==> src/rtl/switch_input_port_if.sv <==
// switch_input_port_if
//   CPU data-bus connection for the switch input peripheral.
//   master : CPU side. Drives addr, wr_en and wr_data, and receives rd_data and hit.
//   slave  : peripheral side. Decodes the address and returns rd_data and hit.
//   addr    - 16-bit CPU data address
//   wr_en   - CPU write strobe
//   wr_data - 16-bit CPU write data
//   rd_data - read data, combinational from addr
//   hit     - addr is one of this peripheral's registers
interface switch_input_port_if;
    logic [15:0] addr;
    logic        wr_en;
    logic [15:0] wr_data;
    logic [15:0] rd_data;
    logic        hit;

    modport master (
        output addr,
        output wr_en,
        output wr_data,
        input  rd_data,
        input  hit
    );

    modport slave (
        input  addr,
        input  wr_en,
        input  wr_data,
        output rd_data,
        output hit
    );
endinterface

==> src/rtl/switch_input_port.sv <==
// switch_input_port
//   Memory-mapped switch input peripheral. Raw switch pins are synchronised
//   and then debounced bit by bit, and the stable value is held for CPU reads.
//   Every accepted edge, rising or falling, sets a write-1-to-clear pending flag.
//   A registered, maskable interrupt request goes to the interrupt controller.
//   clk      - system clock
//   reset    - synchronous, active-high reset
//   switches - raw asynchronous switch pins (WIDTH bits)
//   bus      - CPU data bus (slave modport): addr, wr_en, wr_data, rd_data, hit
//   irq      - level interrupt request, |(pending & mask) registered
module switch_input_port #(
    parameter int          WIDTH           = 8,
    parameter int          SYNC_STAGES     = 2,
    parameter int          DEBOUNCE_CYCLES = 16,
    parameter logic [15:0] DATA_ADDR       = 16'hCFFD,
    parameter logic [15:0] STATUS_ADDR     = 16'hCFFF,
    parameter logic [15:0] MASK_ADDR       = 16'hD000
) (
    input  logic                clk,
    input  logic                reset,
    input  logic [WIDTH-1:0]    switches,
    switch_input_port_if.slave  bus,
    output logic                irq
);

    localparam int CNT_W = $clog2(DEBOUNCE_CYCLES);
    localparam logic [CNT_W-1:0] CNT_LAST = CNT_W'(DEBOUNCE_CYCLES - 1);

    logic [WIDTH-1:0] sync_q [SYNC_STAGES];
    logic [CNT_W-1:0] cnt    [WIDTH];
    logic [WIDTH-1:0] sync_out;
    logic [WIDTH-1:0] stable;
    logic [WIDTH-1:0] pending;
    logic [WIDTH-1:0] mask;
    logic [WIDTH-1:0] accept;
    logic [WIDTH-1:0] clear;

    assign sync_out = sync_q[SYNC_STAGES-1];

    // A bit is accepted on the edge where it has disagreed with stable for the
    // full debounce window. Clear requests come from STATUS writes. The cast to
    // WIDTH bits drops the upper write-data bits, which have no register behind them.
    always_comb begin
        accept = '0;
        clear  = '0;
        for (int i = 0; i < WIDTH; i++) begin
            accept[i] = (sync_out[i] != stable[i]) && (cnt[i] == CNT_LAST);
        end
        if (bus.wr_en && bus.addr == STATUS_ADDR) begin
            clear = WIDTH'(bus.wr_data);
        end
    end

    // Register decode. Reads have no side effects.
    always_comb begin
        bus.hit     = 1'b0;
        bus.rd_data = '0;
        case (bus.addr)
            DATA_ADDR: begin
                bus.hit     = 1'b1;
                bus.rd_data = 16'(stable);
            end
            STATUS_ADDR: begin
                bus.hit     = 1'b1;
                bus.rd_data = 16'(pending);
            end
            MASK_ADDR: begin
                bus.hit     = 1'b1;
                bus.rd_data = 16'(mask);
            end
            default: begin
                bus.hit     = 1'b0;
                bus.rd_data = '0;
            end
        endcase
    end

    // irq is computed from the pre-edge pending and mask, so it lags them by
    // one edge. A fresh accept ORs in after the clear, so a set wins a same-cycle race.
    always_ff @(posedge clk) begin
        if (reset) begin
            for (int s = 0; s < SYNC_STAGES; s++) begin
                sync_q[s] <= '0;
            end
            for (int i = 0; i < WIDTH; i++) begin
                cnt[i] <= '0;
            end
            stable  <= '0;
            pending <= '0;
            mask    <= '0;
            irq     <= 1'b0;
        end else begin
            sync_q[0] <= switches;
            for (int s = 1; s < SYNC_STAGES; s++) begin
                sync_q[s] <= sync_q[s-1];
            end
            for (int i = 0; i < WIDTH; i++) begin
                if (sync_out[i] == stable[i]) begin
                    cnt[i] <= '0;
                end else if (accept[i]) begin
                    stable[i] <= sync_out[i];
                    cnt[i]    <= '0;
                end else begin
                    cnt[i] <= cnt[i] + CNT_W'(1);
                end
            end
            pending <= (pending & ~clear) | accept;
            if (bus.wr_en && bus.addr == MASK_ADDR) begin
                mask <= WIDTH'(bus.wr_data);
            end
            irq <= |(pending & mask);
        end
    end

endmodule

==> src/flat_wrapper.sv <==
// flat-port wrapper written by rule: the top's interface ports become plain ports
module switch_input_port_flat 
#(
    parameter int          WIDTH           = 8,
    parameter int          SYNC_STAGES     = 2,
    parameter int          DEBOUNCE_CYCLES = 16,
    parameter logic [15:0] DATA_ADDR       = 16'hCFFD,
    parameter logic [15:0] STATUS_ADDR     = 16'hCFFF,
    parameter logic [15:0] MASK_ADDR       = 16'hD000
)
  (clk, reset, switches, irq, bus_addr, bus_wr_en, bus_wr_data, bus_rd_data, bus_hit);
  switch_input_port_if bus_i ();
  input  logic clk;
  input  logic reset;
  input  logic [WIDTH-1:0] switches;
  output logic irq;
  input wire logic [$bits(bus_i.addr)-1:0] bus_addr;
  input wire logic [$bits(bus_i.wr_en)-1:0] bus_wr_en;
  input wire logic [$bits(bus_i.wr_data)-1:0] bus_wr_data;
  output wire logic [$bits(bus_i.rd_data)-1:0] bus_rd_data;
  output wire logic [$bits(bus_i.hit)-1:0] bus_hit;
  assign bus_i.addr = bus_addr;
  assign bus_i.wr_en = bus_wr_en;
  assign bus_i.wr_data = bus_wr_data;
  assign bus_rd_data = bus_i.rd_data;
  assign bus_hit = bus_i.hit;
  switch_input_port #(.WIDTH(WIDTH), .SYNC_STAGES(SYNC_STAGES), .DEBOUNCE_CYCLES(DEBOUNCE_CYCLES), .DATA_ADDR(DATA_ADDR), .STATUS_ADDR(STATUS_ADDR), .MASK_ADDR(MASK_ADDR)) u_core (.clk(clk), .reset(reset), .switches(switches), .bus(bus_i), .irq(irq));
endmodule
==> config.mk <==
export PLATFORM = sky130hd
export DESIGN_NAME = switch_input_port_flat
export DESIGN_NICKNAME = d
export VERILOG_FILES = /design/src/rtl/switch_input_port_if.sv /design/src/rtl/switch_input_port.sv /design/src/flat_wrapper.sv
export SDC_FILE = /design/constraint.sdc
export NUM_CORES = 1
export LEC_CHECK = 0
export CAP_MARGIN = 20
export CORE_ASPECT_RATIO = 0.7
export CORE_MARGIN = 2
export CORE_UTILIZATION = 50
export CTS_CLUSTER_SIZE = 16
export DETAILED_ROUTE_END_ITERATION = 6
export PLACE_DENSITY_LB_ADDON = 0.25
export SLEW_MARGIN = 20
export SYNTH_ARGS = -nofsm -noshare
export SYNTH_HDL_FRONTEND = slang
export SYNTH_SLANG_ARGS = --single-unit
==> constraint.sdc <==
create_clock -name clk -period 6.08 [get_ports clk]
set_clock_uncertainty 0.1 [all_clocks]
set_input_delay 1.216 -clock clk [delete_from_list [all_inputs] [get_ports clk]]
set_output_delay 1.216 -clock clk [all_outputs]
set_load 0.05 [all_outputs]
==> results.yml <==
clocking:
  hold_buffers: 0
  cts_root_buf: "clkbuf_8"
  ctsResizeCount: 0
  ctsHtreeMaxLevel: 3
  postCtsSetupRepairBufs: 0
  cts_tree: "done"
  clk_latency_ns: 0.34
  cts.sinks: 73
  clockBufferDepth: 2
  cts_buffers: 9
  path_clk_slew_ns: 0.07
flow_run:
  max-cap-violations: 0
timing:
  timing.final.crit_share_pct: 87.3
  min_period_ns: 5.31
  grt_setup_unrepaired: "no"
  drv_slew: 0
  holdWs_ns: 0.337
  fin_tns_setup_ns: 0
  max_freq_mhz: 188
  setup_viol: 0
  tightest_slew_ns: 0.862
  hold_viol: 0
  slew_headroom_pct: 42.6
setup_path:
  crit_fanout: 10
  path_class: "input pin to output port"
  cp_data_required_time_ns: 4.76
  arrival_ns: 3.99
  start_kind: "input pin"
  end_kind: "output port"
synth:
  synth-warning-count: 0
  synth_cell_types: 37
  yosysSeqAreaShare_pct: 52.9
  synth_enable_flop_cells: 32
  async_flop_share_pct: 0
  synth_seq_cells: 73
  synth_area_um2: 3370
  synthCells: 326
  synth_ff_type: "dfxtp_1"
  syn_area_per_cell_um2: 10.3
layout:
  finalInstanceArea_um2: 4140
  drive_gt1_share_pct: 4.68
  layout.cells.non_filler: 497
  final_core_util_pct: 65.0
  antenna-diode-count: 0
  nets: 452
  syn_to_final_growth_pct: 22.8
route:
  antenna_left: 0
  drtIter0Drc: 159
  viasPerCell: 5.08
  routed_wirelength_um: 6370
  wl_per_cell_um: 12.8
  num_vias: 2525
  firstDrtPassIters: 4
  drc: 0
die:
  initial_core_util_pct: 52.9
  core.rowCount: 24
  ios: 61
  die_h_um: 72.7
  die_area_um2: 7420
  core_area_um2: 6370
  die_w_um: 102
placed_design:
  gp_congestion: 0.865
  placedCellCount: 481
  io_buffer_count: 44
  hpwl_um: 4630
  postPlaceCellArea_um2: 3960
global_routing:
  grt_usage_pct: 18.7
  grt_max_degree: 52
  antenna_found_initial: 0
  grt_pass1_wl_um: 10700
  first_global_vias: 2473
  grt_overflow: 0
power:
  power.leakage_nw: 1.63
  pwr_density_cell_nw_per_um2: 232
  max-vdd-ir-drop_mv: 0.109
hold_path:
  hold_class: "flip-flop to flip-flop"
outcome:
  status: "complete, no violations"
[registers in the layout, summed over array words and instances, names as in the netlist]
register        count
u_core.cnt         32
u_core.sync_q      16
u_core.mask         8
u_core.pending      8
u_core.stable       8
u_core.irq          1
[metrics by stage]
stage	worst slack, ns	total power, mW
after CTS	0.779	0.966
final	0.770	0.962
after global placement	0.801	0.618
after global routing	0.695	0.995
after floorplan	1.42	0.592
after detailed placement	0.793	0.620
[area by class of cell]
class / instances / area (um2)
fill: 531 / 2230
sequential: 73 / 1780
multi-input combinational: 264 / 1590
timing repair buffer: 46 / 450
clock buffer: 10 / 128
tap: 91 / 114
clock inverter: 6 / 48.8
inverter: 7 / 26.3
[critical path, stage by stage]
cell             delay, ns
clkdlybuf4s50_1       0.42
or4_4                 0.54
or3_1                 0.56
nor2_8                0.23
a221o_1               0.20
clkdlybuf4s50_1       0.82
[cells in the mapped netlist (8+ instances only)]
master / number / share of area [%]
nand2b_1: 12 / 2.2
a221o_1: 8 / 2.4
nor2b_1: 24 / 4.5
nand3_1: 17 / 2.5
dfxtp_1: 41 / 24
nor3b_1: 8 / 1.8
xnor2_1: 10 / 2.6
o21ai_0: 23 / 3.4
ha_1: 8 / 3.0
nand4_1: 11 / 2.0
nor2_1: 43 / 4.8
edfxtp_1: 32 / 29
mux2i_1: 8 / 2.4
a21oi_1: 8 / 1.2
xor2_1: 14 / 3.6
buf_4: 8 / 1.8
nand2_1: 10 / 1.1
[routing by layer]
metal	track usage [%]	part of all wire, %	routed length, um	vias to the layer above
met5	0	0	0	-
met4	6.67	1.7	106	0
met3	6.03	7.8	497	11
met2	30.0	45	2880	78
met1	23.8	45	2890	1184
li1	-	-	-	1252
[power by group]
part / leakage, nW / switching, mW / internal [mW]
clock: 0.0879 / 0.170 / 0.183
combinational: 0.882 / 0.0396 / 0.0342
sequential: 0.664 / 0.00908 / 0.526
total: 1.63 / 0.219 / 0.743
[final timing paths]
| kind | from | endpoint | slack (ns) | depth (start not counted) |
|---|---|---|---|---|
| max | bus_addr[8] | bus_rd_data[3] | 0.77 | 6 |
| min | u_core.sync_q[0][7] | u_core.sync_q[0][15] | 0.34 | 1 |
| max reg2reg | u_core.cnt[0][20] | u_core.stable[5] | 4.71 | 4 |
| min reg2reg | u_core.sync_q[0][7] | u_core.sync_q[0][15] | 0.34 | 1 |
[cell families after synthesis]
family / count (synthesis) / share of synthesized area [%]
compound gates: 46 / 8.57
xor+xnor: 24 / 6.24
fa+ha+maj: 8 / 2.97
buf+inv: 27 / 4.16
flops: 73 / 52.9
mux: 8 / 2.38
other cells: 2 / 0.223
simple gates: 138 / 22.6
[cell usage in the layout, fill, tap and decap left out, types with 9 or more instances in the layout]
cell and instances:
edfxtp_1 32, nand4_1 11, xnor2_1 10, nand2_1 10, clkbuf_8 9, nor2_1 43
nor2b_1 24, nand2b_1 12, clkdlybuf4s50_1 43, conb_1 40, nand3_1 17, o21ai_0 23
xor2_1 14, dfxtp_1 41
(Power assumes the default switching activity.)
